==> src/rtl/bram_stream_reader.sv <==
// Burst reader: issues credit-limited reads to a 2-cycle-latency BRAM and
// streams the returned words through a first-word-fall-through FIFO.
module bram_stream_reader #(
  parameter int unsigned RAM_WIDTH  = 32,
  parameter int unsigned ADDR_LINES = 4,
  parameter int unsigned FIFO_DEPTH = 4
) (
  input  logic                  clk_i,
  input  logic                  rst_i,
  input  logic                  start_i,
  input  logic [ADDR_LINES-1:0] base_addr_i,
  input  logic [ADDR_LINES:0]   len_i,
  output logic [ADDR_LINES-1:0] ram_addr_o,
  output logic                  ram_en_o,
  output logic                  ram_regce_o,
  input  logic [RAM_WIDTH-1:0]  ram_dout_i,
  output logic [RAM_WIDTH-1:0]  m_data_o,
  output logic                  m_valid_o,
  input  logic                  m_ready_i,
  output logic                  m_last_o,
  output logic                  busy_o,
  output logic                  done_o
);

  localparam int unsigned PTR_W = (FIFO_DEPTH > 1) ? $clog2(FIFO_DEPTH) : 1;
  localparam int unsigned CNT_W = $clog2(FIFO_DEPTH + 1);
  localparam int unsigned OCC_W = CNT_W + 1;
  localparam int unsigned LEN_W = ADDR_LINES + 1;

  typedef enum logic [1:0] {
    IDLE  = 2'd0,
    RUN   = 2'd1,
    DRAIN = 2'd2
  } state_t;

  state_t                state;
  state_t                state_nxt;

  logic [ADDR_LINES-1:0] addr;
  logic [LEN_W-1:0]      remaining;
  logic [1:0]            pipe_v;
  logic [1:0]            pipe_l;

  logic [RAM_WIDTH-1:0]  fifo_data [FIFO_DEPTH];
  logic [FIFO_DEPTH-1:0] fifo_last;
  logic [PTR_W-1:0]      wr_ptr;
  logic [PTR_W-1:0]      rd_ptr;
  logic [CNT_W-1:0]      count;

  logic [OCC_W-1:0]      occupancy;
  logic                  credit;
  logic                  accept;
  logic                  issue;
  logic                  issue_last;
  logic                  push;
  logic                  pop;
  logic                  head_last;
  logic                  done_set;
  logic                  done_q;

  function automatic logic [PTR_W-1:0] ptr_inc(input logic [PTR_W-1:0] p);
    return (p == PTR_W'(FIFO_DEPTH - 1)) ? '0 : p + PTR_W'(1);
  endfunction

  // A read may issue only if every outstanding word already has a FIFO slot.
  assign occupancy = OCC_W'(count) + OCC_W'(pipe_v[0]) + OCC_W'(pipe_v[1]);
  assign credit    = occupancy < OCC_W'(FIFO_DEPTH);
  assign accept    = start_i && (len_i != '0);

  assign push      = pipe_v[1];
  assign m_valid_o = (count != '0);
  assign pop       = m_valid_o && m_ready_i;
  assign head_last = fifo_last[rd_ptr];

  assign m_data_o    = m_valid_o ? fifo_data[rd_ptr] : '0;
  assign m_last_o    = m_valid_o && head_last;
  assign ram_addr_o  = addr;
  assign ram_en_o    = issue;
  assign ram_regce_o = ~rst_i;
  assign busy_o      = (state != IDLE);
  assign done_o      = done_q;

  // State register
  always_ff @(posedge clk_i or posedge rst_i) begin
    if (rst_i) begin
      state <= IDLE;
    end else begin
      state <= state_nxt;
    end
  end

  // Next-state logic
  always_comb begin
    state_nxt = state;
    case (state)
      IDLE:    if (accept) state_nxt = RUN;
      RUN:     if (issue_last) state_nxt = DRAIN;
      DRAIN:   if (pop && head_last) state_nxt = IDLE;
      default: state_nxt = IDLE;
    endcase
  end

  // Output / control decode
  always_comb begin
    issue      = 1'b0;
    issue_last = 1'b0;
    done_set   = 1'b0;
    case (state)
      IDLE: begin
        done_set = start_i && (len_i == '0);
      end
      RUN: begin
        issue      = credit;
        issue_last = credit && (remaining == LEN_W'(1));
      end
      DRAIN: begin
        done_set = pop && head_last;
      end
      default: begin
        issue = 1'b0;
      end
    endcase
  end

  // Burst address/length counters, read-latency pipeline and done pulse
  always_ff @(posedge clk_i or posedge rst_i) begin
    if (rst_i) begin
      addr      <= '0;
      remaining <= '0;
      pipe_v    <= '0;
      pipe_l    <= '0;
      done_q    <= 1'b0;
    end else begin
      done_q <= done_set;
      pipe_v <= {pipe_v[0], issue};
      pipe_l <= {pipe_l[0], issue_last};
      if (state == IDLE && accept) begin
        addr      <= base_addr_i;
        remaining <= len_i;
      end else if (issue) begin
        addr      <= addr + ADDR_LINES'(1);
        remaining <= remaining - LEN_W'(1);
      end
    end
  end

  // FIFO pointers, occupancy and last tags
  always_ff @(posedge clk_i or posedge rst_i) begin
    if (rst_i) begin
      wr_ptr    <= '0;
      rd_ptr    <= '0;
      count     <= '0;
      fifo_last <= '0;
    end else begin
      if (push) begin
        wr_ptr            <= ptr_inc(wr_ptr);
        fifo_last[wr_ptr] <= pipe_l[1];
      end
      if (pop) begin
        rd_ptr <= ptr_inc(rd_ptr);
      end
      case ({push, pop})
        2'b10:   count <= count + CNT_W'(1);
        2'b01:   count <= count - CNT_W'(1);
        default: count <= count;
      endcase
    end
  end

  // FIFO data storage; head is only observed while the FIFO is non-empty
  always_ff @(posedge clk_i) begin
    if (push) begin
      fifo_data[wr_ptr] <= ram_dout_i;
    end
  end

endmodule

==> config.mk <==
export PLATFORM = sky130hd
export DESIGN_NAME = bram_stream_reader
export DESIGN_NICKNAME = d
export VERILOG_FILES = /design/src/rtl/bram_stream_reader.sv
export SDC_FILE = /design/constraint.sdc
export NUM_CORES = 1
export LEC_CHECK = 0
export CAP_MARGIN = 20
export CORE_MARGIN = 8
export CORE_UTILIZATION = 55
export CTS_BUF_LIST = sky130_fd_sc_hd__clkbuf_2 sky130_fd_sc_hd__clkbuf_4 sky130_fd_sc_hd__clkbuf_8
export DETAILED_ROUTE_END_ITERATION = 6
export GPL_TIMING_DRIVEN = 0
export MAX_ROUTING_LAYER = met4
export PLACE_DENSITY = 0.84
export SLEW_MARGIN = 20
export SYNTH_ARGS = -nofsm -noshare
export SYNTH_HDL_FRONTEND = slang
export SYNTH_SLANG_ARGS = --single-unit
==> constraint.sdc <==
create_clock -name clk_i -period 2.76 [get_ports clk_i]
set_input_delay 0.414 -clock clk_i [delete_from_list [all_inputs] [get_ports clk_i]]
set_output_delay 0.414 -clock clk_i [all_outputs]
set_load 0.03 [all_outputs]
==> results of run 1 <==
==> area by class of cell <==
class / instances / share of cell area
clock inverter: 12 / 0.0253
multi-input combinational: 152 / 0.206
sequential: 155 / 0.575
clock buffer: 18 / 0.0307
buffer: 13 / 0.0130
inverter: 14 / 0.00716
timing repair buffer: 90 / 0.119
timing repair inverter: 1 / 0.000636
tap: 143 / 0.0227
==> cells in the mapped netlist (all sizes together) (2+ instances only) <==
library cell / count
edfxtp: 128
and2: 37
mux4: 33
dfrtp: 27
inv: 13
ha: 10
nor2: 10
o21ai: 8
buf: 7
clkbuf: 7
a21oi: 5
mux2: 5
nand2: 5
xnor2: 4
a21o: 3
a31oi: 3
nor3: 3
nor3b: 3
or3: 3
mux2i: 2
nand3: 2
o31a: 2
xor2: 2
==> stage by stage <==
stage | utilization | instance area, sq um
after floorplan | - | 6260
after global placement | 0.647 | 7300
after detailed placement | 0.658 | 7410
after CTS | 0.696 | 7840
after global routing | 0.698 | 7870
final | 0.698 | 7870
==> flip-flops by register name, summed over array words and instances (netlist names) <==
name        count
rd_ptr          2
wr_ptr          2
pipe_v          2
state           2
fifo_data     128
count           3
fifo_last       4
ram_addr_o      4
remaining       5
done_o          1
pipe_l          2
==> power groups by stage <==
stage,Combinational (mW),Clock (mW),Sequential (mW)
finish,3.86,1.86,3.32
detailed placement,4.12,0,3.36
global placement,3.93,0,3.34
global route,4.15,1.99,3.36
floorplan,2.58,0,3.36
CTS,3.92,1.90,3.32
==> metal layers <==
metal,part of all wire,up-vias,GRT usage
li1,-,1511,-
met1,0.42,1700,0.203
met2,0.51,93,0.270
met3,0.060,10,0.0552
met4,0.010,0,0.0617
met5,0,-,-
==> timing repair <==
action                     in CTS  in global routing
setup buffers                   0                  0
gates cloned                    0                  1
gates resized for setup        44                  6
setup endpoints to repair      35                 25
pin swaps                       0                  0
==> placed cells by master (no fill, tap or decap), types with 2 or more instances in the layout <==
| cell | n |
|---|---|
| clkbuf_4 | 2 |
| bufinv_16 | 5 |
| buf_6 | 4 |
| a21o_1 | 3 |
| nand2_1 | 5 |
| nor3b_1 | 2 |
| and2_2 | 4 |
| and2_1 | 33 |
| buf_16 | 4 |
| clkinvlp_4 | 3 |
| clkbuf_8 | 17 |
| xor2_1 | 2 |
| a31oi_1 | 2 |
| a21oi_1 | 5 |
| buf_2 | 2 |
| xnor2_1 | 4 |
| edfxtp_1 | 128 |
| clkdlybuf4s50_1 | 52 |
| nor2_1 | 9 |
| clkinv_4 | 3 |
| o21ai_0 | 6 |
| mux2_2 | 5 |
| dfrtp_1 | 27 |
| mux2i_1 | 2 |
| ha_1 | 10 |
| clkbuf_2 | 5 |
| clkinv_1 | 3 |
| or3_1 | 2 |
| dlygate4sd2_1 | 31 |
| o31a_2 | 2 |
| dlymetal6s2s_1 | 3 |
| nor3_1 | 3 |
| inv_1 | 12 |
| mux4_2 | 33 |
| nand3_1 | 2 |
==> worst max-delay path by stage <==
| stage | startpoint | end | cells after the start |
|---|---|---|---|
| 2_1_floorplan | rd_ptr[0]$_DFFE_PP0P_ | m_data_o[10] | 4 |
| 3_3_place_gp | rst_i | ram_regce_o | 3 |
| 3_5_place_dp | rst_i | ram_regce_o | 3 |
| 4_1_cts | rd_ptr[0]$_DFFE_PP0P_ | m_data_o[1] | 4 |
| 5_1_grt | rd_ptr[1]$_DFFE_PP0P_ | m_data_o[16] | 5 |
| 6_report | rd_ptr[0]$_DFFE_PP0P_ | m_data_o[13] | 5 |
==> worst max-delay path: stages, from the launching register on <==
cell	delay (ps)
dfrtp_1	370
buf_6	170
buf_6	200
mux4_2	530
and2_1	170
dlygate4sd2_1	350
==> cells by family after synthesis <==
kind of cell               share of synthesized area
AOI/OAI and AO/OA                             0.0322
xor gates and xnor gates                     0.00840
adders and majority gates                     0.0232
buffers and inverters                         0.0200
DFF                                            0.722
muxes                                          0.131
and+or+nand+nor                               0.0632
==> impl_results.md, run 1 <==
- Status: finished clean
- Critical path class: flop to output pin
- Reg area: 4520 sq um
- Chip Height: 123 microns
- Worst slack at placement: -136 ps
- PnR worst setup slack: 113 ps
- Combinational power share: 0.427
- H-tree depth: 4
- Top Ports: 87
- Initial Util: 0.555
- Layout overhead on the synthesized area: 25.7%
- NetSw: 3.20 mW
- Post-CTS Hold Fix Bufs: 0
- Maximum vdd ir drop: 0.621 mV
- Vias in the first global route: 3552
- Number of fill cells in the layout: 730
- Worst Setup Start Kind: flop
- Worst flop-to-flop path startpoint: count[0]$_DFFE_PP0P_
- Leading area contributor after synthesis: edfxtp_1
- Layout cells sized above 1: 0.218
- Final hold slack: 363 ps
- Nets@finish: 500
- Tot Pwr: 9.04 mW
- Worst reg-to-reg path cell count: 9
- Root buf cell: clkbuf_8
- FMAX: 378 MHz
- Buffer levels on the longest clock path: 2
- Minimum clock period: 2650 ps
- Post-synth top flop: edfxtp_1
- Part of the cycle the worst path needs: 0.959
- CTS tree: done
- Flops & latches, synth: 155
- Routability-driven placement congestion ratio: 0.786
- Mapped Avg Cell Area: 18.7 sq um
- Core Area: 11300 sq um
- Sw Share: 0.354
- RSZ-0062 raised after global routing: no
- Post-Synthesis Net Count: 391
- Gr usage total: 0.171
- Clk slew on worst S/H paths: 70 ps
- Synth top area share: 0.614
- Crit-path max FO: 10
- Die footprint: 15000 sq um
- Layout Cells excl Fill: 598
- Mapped cell area: 6260 sq um
- Clk sinks: 155
- Max Cap Viol: 0
- Seq pwr share: 0.367
- CP endpoint kind: output pin
- CP required: 2350 ps
- Worst R2R Setup Slack: 680 ps
- Input/output buffers: 86
- Slew HR: 0.565
- Synth top area cells: edfxtp_1 (61%), mux4_2 (12%), dfrtp_1 (11%), and2_1 (3.7%), ha_1 (2.0%)
- Total gr overflow: 0
- Multi-input logic area: 1620 sq um
- Final setup viols: 0
- HP Class: flop to flop
- Synth warn: 0
- Worst path arrival time: 2230 ps
- Antenna violations before repair: 0
- Largest net degree at the start of global routing: 29
- Antenna cells: 0
- Routed Antenna Nets: 0
- DR vias: 3314
- 1st-iter DRT viols: 309
- Clock power frac: 0.206
- Wire length per cell: 19.8 microns
- Sum Neg Setup Slack: 0 ps
- Row cnt: 39
- Hold endpoint: pipe_l[1]$_DFF_PP0_
- Leakage power total: 2.87 nW
- Fin. max-slew vios: 0
- First-pass GRT wire length: 18400 microns
- Worst Tran Pin Value: 648 ps
- Post-synthesis cell type count: 43
- Skew final: 7.60 ps
- EDFF count, synth: 128
- Final-report hold violation count: 0
- CTS Buf Count: 17
- Hold path cells: 0
- Pwr dens: 1150 nW/um^2
- Hold Path Origin: pipe_l[0]$_DFF_PP0_
- Detailed Place HPWL: 7990 microns
- Internal power: 5.84 mW
- Seq/Total Area, Yosys: 0.722
- Share of flip-flops with an asynchronous set or reset: 0.174
- R2R Path End: count[2]$_DFFE_PP0P_
- Die Span X: 123 microns
- TritonRoute pass-1 iters: 4
- Clk_lat worst skew: 440 ps
- WL final: 11900 microns
- Post-Place Cells: 568
- Routed vias/inst: 5.54
- DRC viols: 0
- Cells after Synth: 335
Power figures use the tool's default switching activity.
==> run 2, diff against run 1 <==
Settings changed: PLACE_DENSITY 0.84 to 0.8.
==> impl_results.md, run 2 (synthesis results as in run 1) <==
- Most used cell, CP: buf_6
- CP required: 2350 ps (about the same)
- Routability-driven placement congestion ratio: 0.809 (+2.8%)
- First-pass GRT wire length: 18300 microns (-0.63%)
- CP endpoint kind: output pin
- Largest net degree at the start of global routing: 29 (unchanged)
- Critical path class: flop to output pin
- Fin. max-slew vios: 0 (unchanged)
- Clk sinks: 155 (unchanged)
- Layout overhead on the synthesized area: 24.5%
- Post-layout util: 0.691 (-0.00644)
- Layout Cells excl Fill: 600 (+0.33%)
- Nets@finish: 500 (unchanged)
- Root buf cell: clkbuf_8
- Clk slew on worst S/H paths: 70 ps (about the same)
- Worst slack at placement: -146 ps (-9.43 ps)
- Die footprint: 15000 sq um (unchanged)
- Initial Util: 0.555 (unchanged)
- Most common cell after layout, fill and taps aside: edfxtp_1
- FMAX: 378 MHz (about the same)
- Part of the cycle the worst path needs: 0.958 (about the same)
- Antenna violations before repair: 0 (unchanged)
- Antenna cells: 0 (unchanged)
- Setup Fix Bufs, Post-CTS: 0 (unchanged)
- RSZ-0062 raised after global routing: no
- Max Cap Viol: 0 (unchanged)
- CTS Buf Count: 17 (unchanged)
- Worst Setup Start Kind: flop
- Maximum vdd ir drop: 0.600 mV (-3.4%)
- Input/output buffers: 86 (unchanged)
- Wire length per cell: 19.7 microns (-0.62%)
- Total gr overflow: 0 (unchanged)
- Tot Pwr: 8.79 mW (-2.7%)
- Buffer levels on the longest clock path: 2 (unchanged)
- CP Cell Sequence: buf_6 > buf_6 > mux4_2 > and2_1 > dlygate4sd2_1
- Gr usage total: 0.170 (-0.00111)
- Pwr dens: 1130 nW/um^2 (-1.8%)
- Status: finished clean
- DRC viols: 0 (unchanged)
- Slew HR: 0.560 (-0.00491)
- Crit-path max FO: 10 (unchanged)
- Clk_lat worst skew: 440 ps (about the same)
- Top Ports: 87 (unchanged)
- Row cnt: 39 (unchanged)
- Routed vias/inst: 5.58 (+0.72%)
- PnR worst setup slack: 115 ps (+2.36 ps)
- Final-report hold violation count: 0 (unchanged)
- HP Class: flop to flop
- Detailed Place HPWL: 7890 microns (-1.3%)
- Core Area: 11300 sq um (unchanged)
- WL final: 11800 microns (-0.29%)
- Slowest stage delay, CP: 510 ps (-20 ps)
- Chip Height: 123 microns (unchanged)
- Minimum clock period: 2650 ps (-2.36 ps)
- Vias in the first global route: 3573 (+0.59%)
- 1st-iter DRT viols: 275 (-11%)
- Most frequent cells in the layout: edfxtp_1 (128), clkdlybuf4s50_1 (51), mux4_2 (33), and2_1 (33), dlygate4sd2_1 (33)
- Leakage power total: 2.83 nW (-1.2%)
- DR vias: 3349 (+1.1%)
- H-tree depth: 4 (unchanged)
- Sum Neg Setup Slack: 0 ps (unchanged)
- Max FFs per register: 128 (unchanged)
- Routed Antenna Nets: 0 (unchanged)
- Worst Tran Pin Value: 656 ps (+7.33 ps)
- Final hold slack: 359 ps (-3.98 ps)
- CTS tree: done
- Post-Place Cells: 568 (unchanged)
- TritonRoute pass-1 iters: 4 (unchanged)
- Post-CTS Hold Fix Bufs: 0 (unchanged)
- Die Span X: 123 microns (unchanged)
- Top flop regs: fifo_data x128, remaining x5
- Layout cells sized above 1: 0.208 (-0.00970)
- Finished Cell Area: 7790 sq um (-0.92%)
- Most flops, register: fifo_data
- Placed cell areas: 7410 sq um (-0.10%)
- Worst R2R Setup Slack: 590 ps (-90 ps)
- Worst path slowest cell: mux4_2
- Skew final: 11.0 ps (+3.39 ps)
- Worst path arrival time: 2230 ps (about the same)
- Final setup viols: 0 (unchanged)
-- run 2: cell count changes in the layout (fill, tap and decap cells not counted), sizes merged, moves of 2 or more --
cell	previous run	this run
clkinv	6	11
dlygate4sd2	31	33
bufinv	5	3
clkinvlp	4	2
-- run 2: routing by layer --
metal | share of wire | wire, microns | track usage
met1 | 0.41 | 4810 | 0.191
met2 | 0.52 | 6140 | 0.276
met3 | 0.058 | 691 | 0.0547
met4 | 0.015 | 180 | 0.0693
met5 | 0 | 0 | -
-- run 2: final cells by class --
| type | instances | area (sq um) |
|---|---|---|
| sequential | 155 | 4520 |
| fill | 760 | 3480 |
| multi-input combinational | 152 | 1620 |
| timing repair buffer | 90 | 927 |
| clock buffer | 19 | 249 |
| tap | 143 | 179 |
| clock inverter | 13 | 131 |
| buffer | 13 | 108 |
| inverter | 14 | 56.3 |
| timing repair inverter | 1 | 5.00 |
-- run 2: repair_timing --
| item | CTS | global route |
|---|---|---|
| endpoints found under the setup margin | 33 | 26 |
| resized for setup | 45 | 10 |
| gates cloned | 0 | 1 |
-- run 2: final timing paths --
| check | start | to | depth (start not counted) |
|---|---|---|---|
| max in group asynchronous | rst_i | ram_addr_o[1]$_DFFE_PP0P_ | 2 |
| worst min-delay path | pipe_l[0]$_DFF_PP0_ | pipe_l[1]$_DFF_PP0_ | 0 |
| worst max-delay path | rd_ptr[0]$_DFFE_PP0P_ | m_data_o[18] | 5 |
| min in group asynchronous | rst_i | ram_addr_o[2]$_DFFE_PP0P_ | 2 |
| worst min register to register | pipe_l[0]$_DFF_PP0_ | pipe_l[1]$_DFF_PP0_ | 0 |
| worst max register to register | count[0]$_DFFE_PP0P_ | count[2]$_DFFE_PP0P_ | 9 |
-- run 2: worst max-delay path, delay by kind of cell (launching register included) --
family	cells	cell delay (ps)
buffers and inverters	3	740
muxes	1	510
DFF	1	370
and+or+nand+nor	1	180
-- run 2: power by group --
part           total, mW  internal, mW  switching (mW)  leakage, nW
sequential          3.31          3.09           0.213         1.50
combinational       3.85          1.66            2.19         1.13
clock               1.64         0.886           0.750        0.197
==> variant 1: new RTL, flow settings as in run 1 <==
Change the parameter `RAM_WIDTH` from 32 to 48.
--- a/src/rtl/bram_stream_reader.sv
+++ b/src/rtl/bram_stream_reader.sv
@@ -1,7 +1,7 @@
 // Burst reader: issues credit-limited reads to a 2-cycle-latency BRAM and
 // streams the returned words through a first-word-fall-through FIFO.
 module bram_stream_reader #(
-  parameter int unsigned RAM_WIDTH  = 32,
+  parameter int unsigned RAM_WIDTH  = 48,
   parameter int unsigned ADDR_LINES = 4,
   parameter int unsigned FIFO_DEPTH = 4
 ) (
Interface: changed (resized m_data_o and ram_dout_i); port bits go from 87 to 119. No check against the original RTL was run, so the function may have changed too.
==> variant 1 against run 1 <==
  * Global-route usage is 0.89 points higher
  * Critical path type unchanged
  * Sequential cell count is 64 higher
  * Via count is 38% higher
  * Worst setup slack lost 0.038 ns
  * Power rose by 39%
  * Area after synthesis up 39%
  * Cell area increased by 39%
  * Maximum frequency decreased by 1.4%
  * Wire length grew 45%
==> variant 1: results (changes against run 1) <==
drt_iter0_drc: 225  # -27%
ys_async_sr_fraction: 0.1233  # -0.05091
ir_drop_uv: 964.4  # +55%
crit-reg2reg-launch: "count[1]"
buffer_area_frac: 0.1272  # -0.005337
synth_edf_count: 192  # +50%
ff2ff_path_depth: 7  # -2
status: "complete, no violations"
power.share.switching: 0.3574  # +0.003355
grt_use_met3: 0.04234  # -0.01286
grtUsageTotal: 0.1799  # +0.008890
ys_top_cells_by_count: "edfxtp_1 (192), and2_1 (53), mux4_2 (49)"
synth_fp_nets: 511  # +31%
ys_ff_latch: 219  # +41%
rrSetupSlack_ns: 0.58  # -0.10 ns
hpwl_um: 11130  # +39%
place_area_mm2: 0.01022  # +38%
p_clk_uw: 2620  # +41%
worst_slew_pin_slew_ns: 0.6666  # +0.01818 ns
die-area_mm2: 0.02005  # +33%
top_regs: "fifo_data: 192 flops, remaining: 5 flops"
multi_input_cells: 185  # +22%
reg2reg_to: "count[1]"
avgRoutedWirePerCell_um: 20.40  # +2.8%
multi_input_area_share: 0.1910  # -0.01549
place.port_buffers: 118  # +37%
cts_made_buffers: 36  # +19
holdCritPathClass: "input pin to async pin"
n_clock_buffer: 43  # +25
variant 1: cell count changes after synthesis, moves of 4 or more:
cell	run 1	this run
edfxtp_1	128	192
and2_1	37	53
mux4_2	33	49
a21oi_2	0	5
buf_2	4	9
a21oi_1	5	1
nand2_1	5	9
variant 1: per-layer routing:
layer	vias up	wire length (um)
li1	2059	-
met1	2331	6951
met2	170	8633
met3	25	1371
met4	0	278
met5	-	0
variant 1: how the worst min path moves through the flow:
stage | startpoint | endpoint | slack, ns | cells past startpoint
2_1_floorplan | pipe_l[0] | pipe_l[1] | 0.33 | 0
3_3_place_gp | pipe_l[0] | pipe_l[1] | 0.33 | 0
3_5_place_dp | pipe_l[0] | pipe_l[1] | 0.36 | 0
4_1_cts | rst_i | ram_addr_o[0] | 0.35 | 2
5_1_grt | pipe_l[0] | pipe_l[1] | 0.38 | 0
6_report | rst_i | ram_addr_o[3] | 0.36 | 2
variant 1: logic make-up after synthesis:
family	after synthesis	synth area share
fa+ha+maj	11	0.01672
simple gates	87	0.05882
xor+xnor	5	0.005047
mux	55	0.1348
flops	219	0.7422
compound gates	27	0.02422
buf+inv	35	0.01816
variant 1: critical path, stage by stage, from the launching register on:
cell	delay (ns)
dfrtp_1	0.37
buf_6	0.17
buf_12	0.16
mux4_2	0.55
and2_1	0.17
dlygate4sd2_1	0.35
variant 1: through the flow:
stage,TNS (ns),power [uW],cells
4_1_cts,0,12650,842
6_report,0,12560,845
5_1_grt,-0.02670,13210,845
2_1_floorplan,0,8199,439
3_5_place_dp,-0.1389,10290,777
3_3_place_gp,-60.94,10090,773
variant 1: what timing repair did:
item	4_1_cts	5_1_grt
pin swaps	0	0
setup endpoints to repair	52	51
gates cloned	0	1
gates resized for setup	83	23
setup buffers	0	3
==> variant 2: new RTL, settings of run 1 <==
Made on the original files. Encoding of `state_t`: now one-hot (3 bits for 3 states).
--- a/src/rtl/bram_stream_reader.sv
+++ b/src/rtl/bram_stream_reader.sv
@@ -27,10 +27,10 @@
   localparam int unsigned OCC_W = CNT_W + 1;
   localparam int unsigned LEN_W = ADDR_LINES + 1;
 
-  typedef enum logic [1:0] {
-    IDLE  = 2'd0,
-    RUN   = 2'd1,
-    DRAIN = 2'd2
+  typedef enum logic [2:0] {
+    IDLE  = 3'b001,
+    RUN   = 3'b010,
+    DRAIN = 3'b100
   } state_t;
 
   state_t                state;
Formal check against the unedited RTL: no difference found for any inputs over 10 cycles, from zero or initial values and one cycle with rst_i high; not proved beyond that.
==> variant 2 against run 1 <==
  * Combinational power shrank 21%
  * Power shrank 15%
  * Clock power decreased by 9%
  * Cell count is 1.7% higher
  * Die area increased by 0.91%
  * Utilization fell by 0.19 points
  * Global-route usage is 0.28 points higher
  * Area after synthesis grew 1.0%
  * Register-to-register slack got worse by 0.20 ns
  * Worst hold slack gained 0.0066 ns
  * Cell area rose by 0.16%
  * Sequential cell count rose by 1
  * Worst setup slack worse by 0.015 ns
  * Wire length is 2.8% higher
  * Critical endpoint is now m_data_o[1]
==> variant 2: results (changes against run 1) <==
wl_met3_um: 847  # +20%
yosysUniqueCellTypes: 38  # -12%
placed_cells: 576  # +1.4%
crit-reg2reg-launch: "count[2]"
status: "complete, no violations"
finalWirelength_um: 12200  # +2.8%
rrSetupSlack_ns: 0.48  # -0.20 ns
ir_drop_uv: 609.6  # -1.8%
via_count: 3376  # +1.9%
p_int_uw: 4946  # -15%
final.period_utilization: 0.9646  # +0.005422
cp-endpoint: "m_data_o[1]"
synth_fp_nets: 399  # +2.0%
grt_use_met3: 0.04201  # -0.01319
clk_pin_slew_worst_paths_ns: 0.09  # +0.02 ns
p_leak_uw: 0.002833  # -1.1%
synth-compound-area-share: 0.03087  # -0.001320
cpPeakStageDelay_ns: 0.60  # +0.07 ns
inverters: 13  # -2
cp.arrival_ns: 2.25  # +0.02 ns
ys_async_sr_fraction: 0.1795  # +0.005294
worst_slew_pin_slew_ns: 0.6951  # +0.04667 ns
grt_pass1_vias: 3729  # +5.0%
grtUsageMet1: 0.1980  # -0.004650
met1Wirelength_um: 4863  # -1.9%
synthXorXnorAreaFrac: 0.009695  # +0.001299
dpl_worst_slack_ns: -0.1839  # -0.04750 ns
ys_top_cells_by_count: "edfxtp_1 (128), and2_1 (37), mux4_2 (33)"
muxShareOfSynthArea: 0.1296  # -0.001347
buffer_area_frac: 0.1297  # -0.002751
reg2reg_to: "count[2]"
gp_congestion: 0.8144  # +3.6%
multiInputGateArea_mm2: 0.001677  # +3.2%
place_area_mm2: 0.007471  # +0.78%
ys_seq_area_frac: 0.7188  # -0.003275
grtUsageMet2: 0.2967  # +0.02659
final_cell_count_no_fill: 608  # +1.7%
avgSynthCellArea_um2: 18.44  # -1.3%
cts-resized-gates: 47  # +6.8%
met2WireLength_um: 6391  # +5.2%
hpwl_um: 8226  # +2.9%
final_nets: 508  # +1.6%
yosys-top-cells-area: "edfxtp_1 (61%), mux4_2 (12%), dfrtp_1 (11%), and2_1 (3.7%), ha_1 (2.0%)"
critPathMaxFanout: 8  # -2
grt_first_pass_wirelength_um: 19170  # +4.0%
ff2ff_path_depth: 10  # +1
fill_cells: 739  # +1.2%
grt_max_degree: 30  # +3.4%
synthAdderAreaFrac: 0.02295  # -0.0002386
cp_slowest_cell: "clkdlybuf4s50_1"
finalClockSkew_ns: 0.01654  # +0.008943 ns
multi_input_cells: 161  # +5.9%
grtUsageTotal: 0.1738  # +0.002848
[variant 2: power by group through the flow]
stage	clock, uW	combinational, uW	sequential [uW]
after global routing	1800	3290	3000
after detailed placement	0	3300	3000
final	1690	3060	2970
after CTS	1710	3110	2970
after floorplan	0	2050	3010
after global placement	0	3170	2980
[variant 2: logic make-up (layout without fill, tap and decap cells)]
logic type / count (synthesis) / in the layout
muxes: 40 / 40
adders and majority gates: 11 / 11
buffers and inverters: 26 / 148
and+or+nand+nor: 78 / 78
DFF: 156 / 156
xor gates and xnor gates: 7 / 7
AOI/OAI and AO/OA: 25 / 25
[variant 2: metrics by stage]
stage,util,hold WS (ns)
finish,0.6960,0.3692
global route,0.6960,0.3702
CTS,0.6945,0.3734
detailed placement,0.6599,0.3364
global placement,0.6504,0.3320
floorplan,-,0.3312
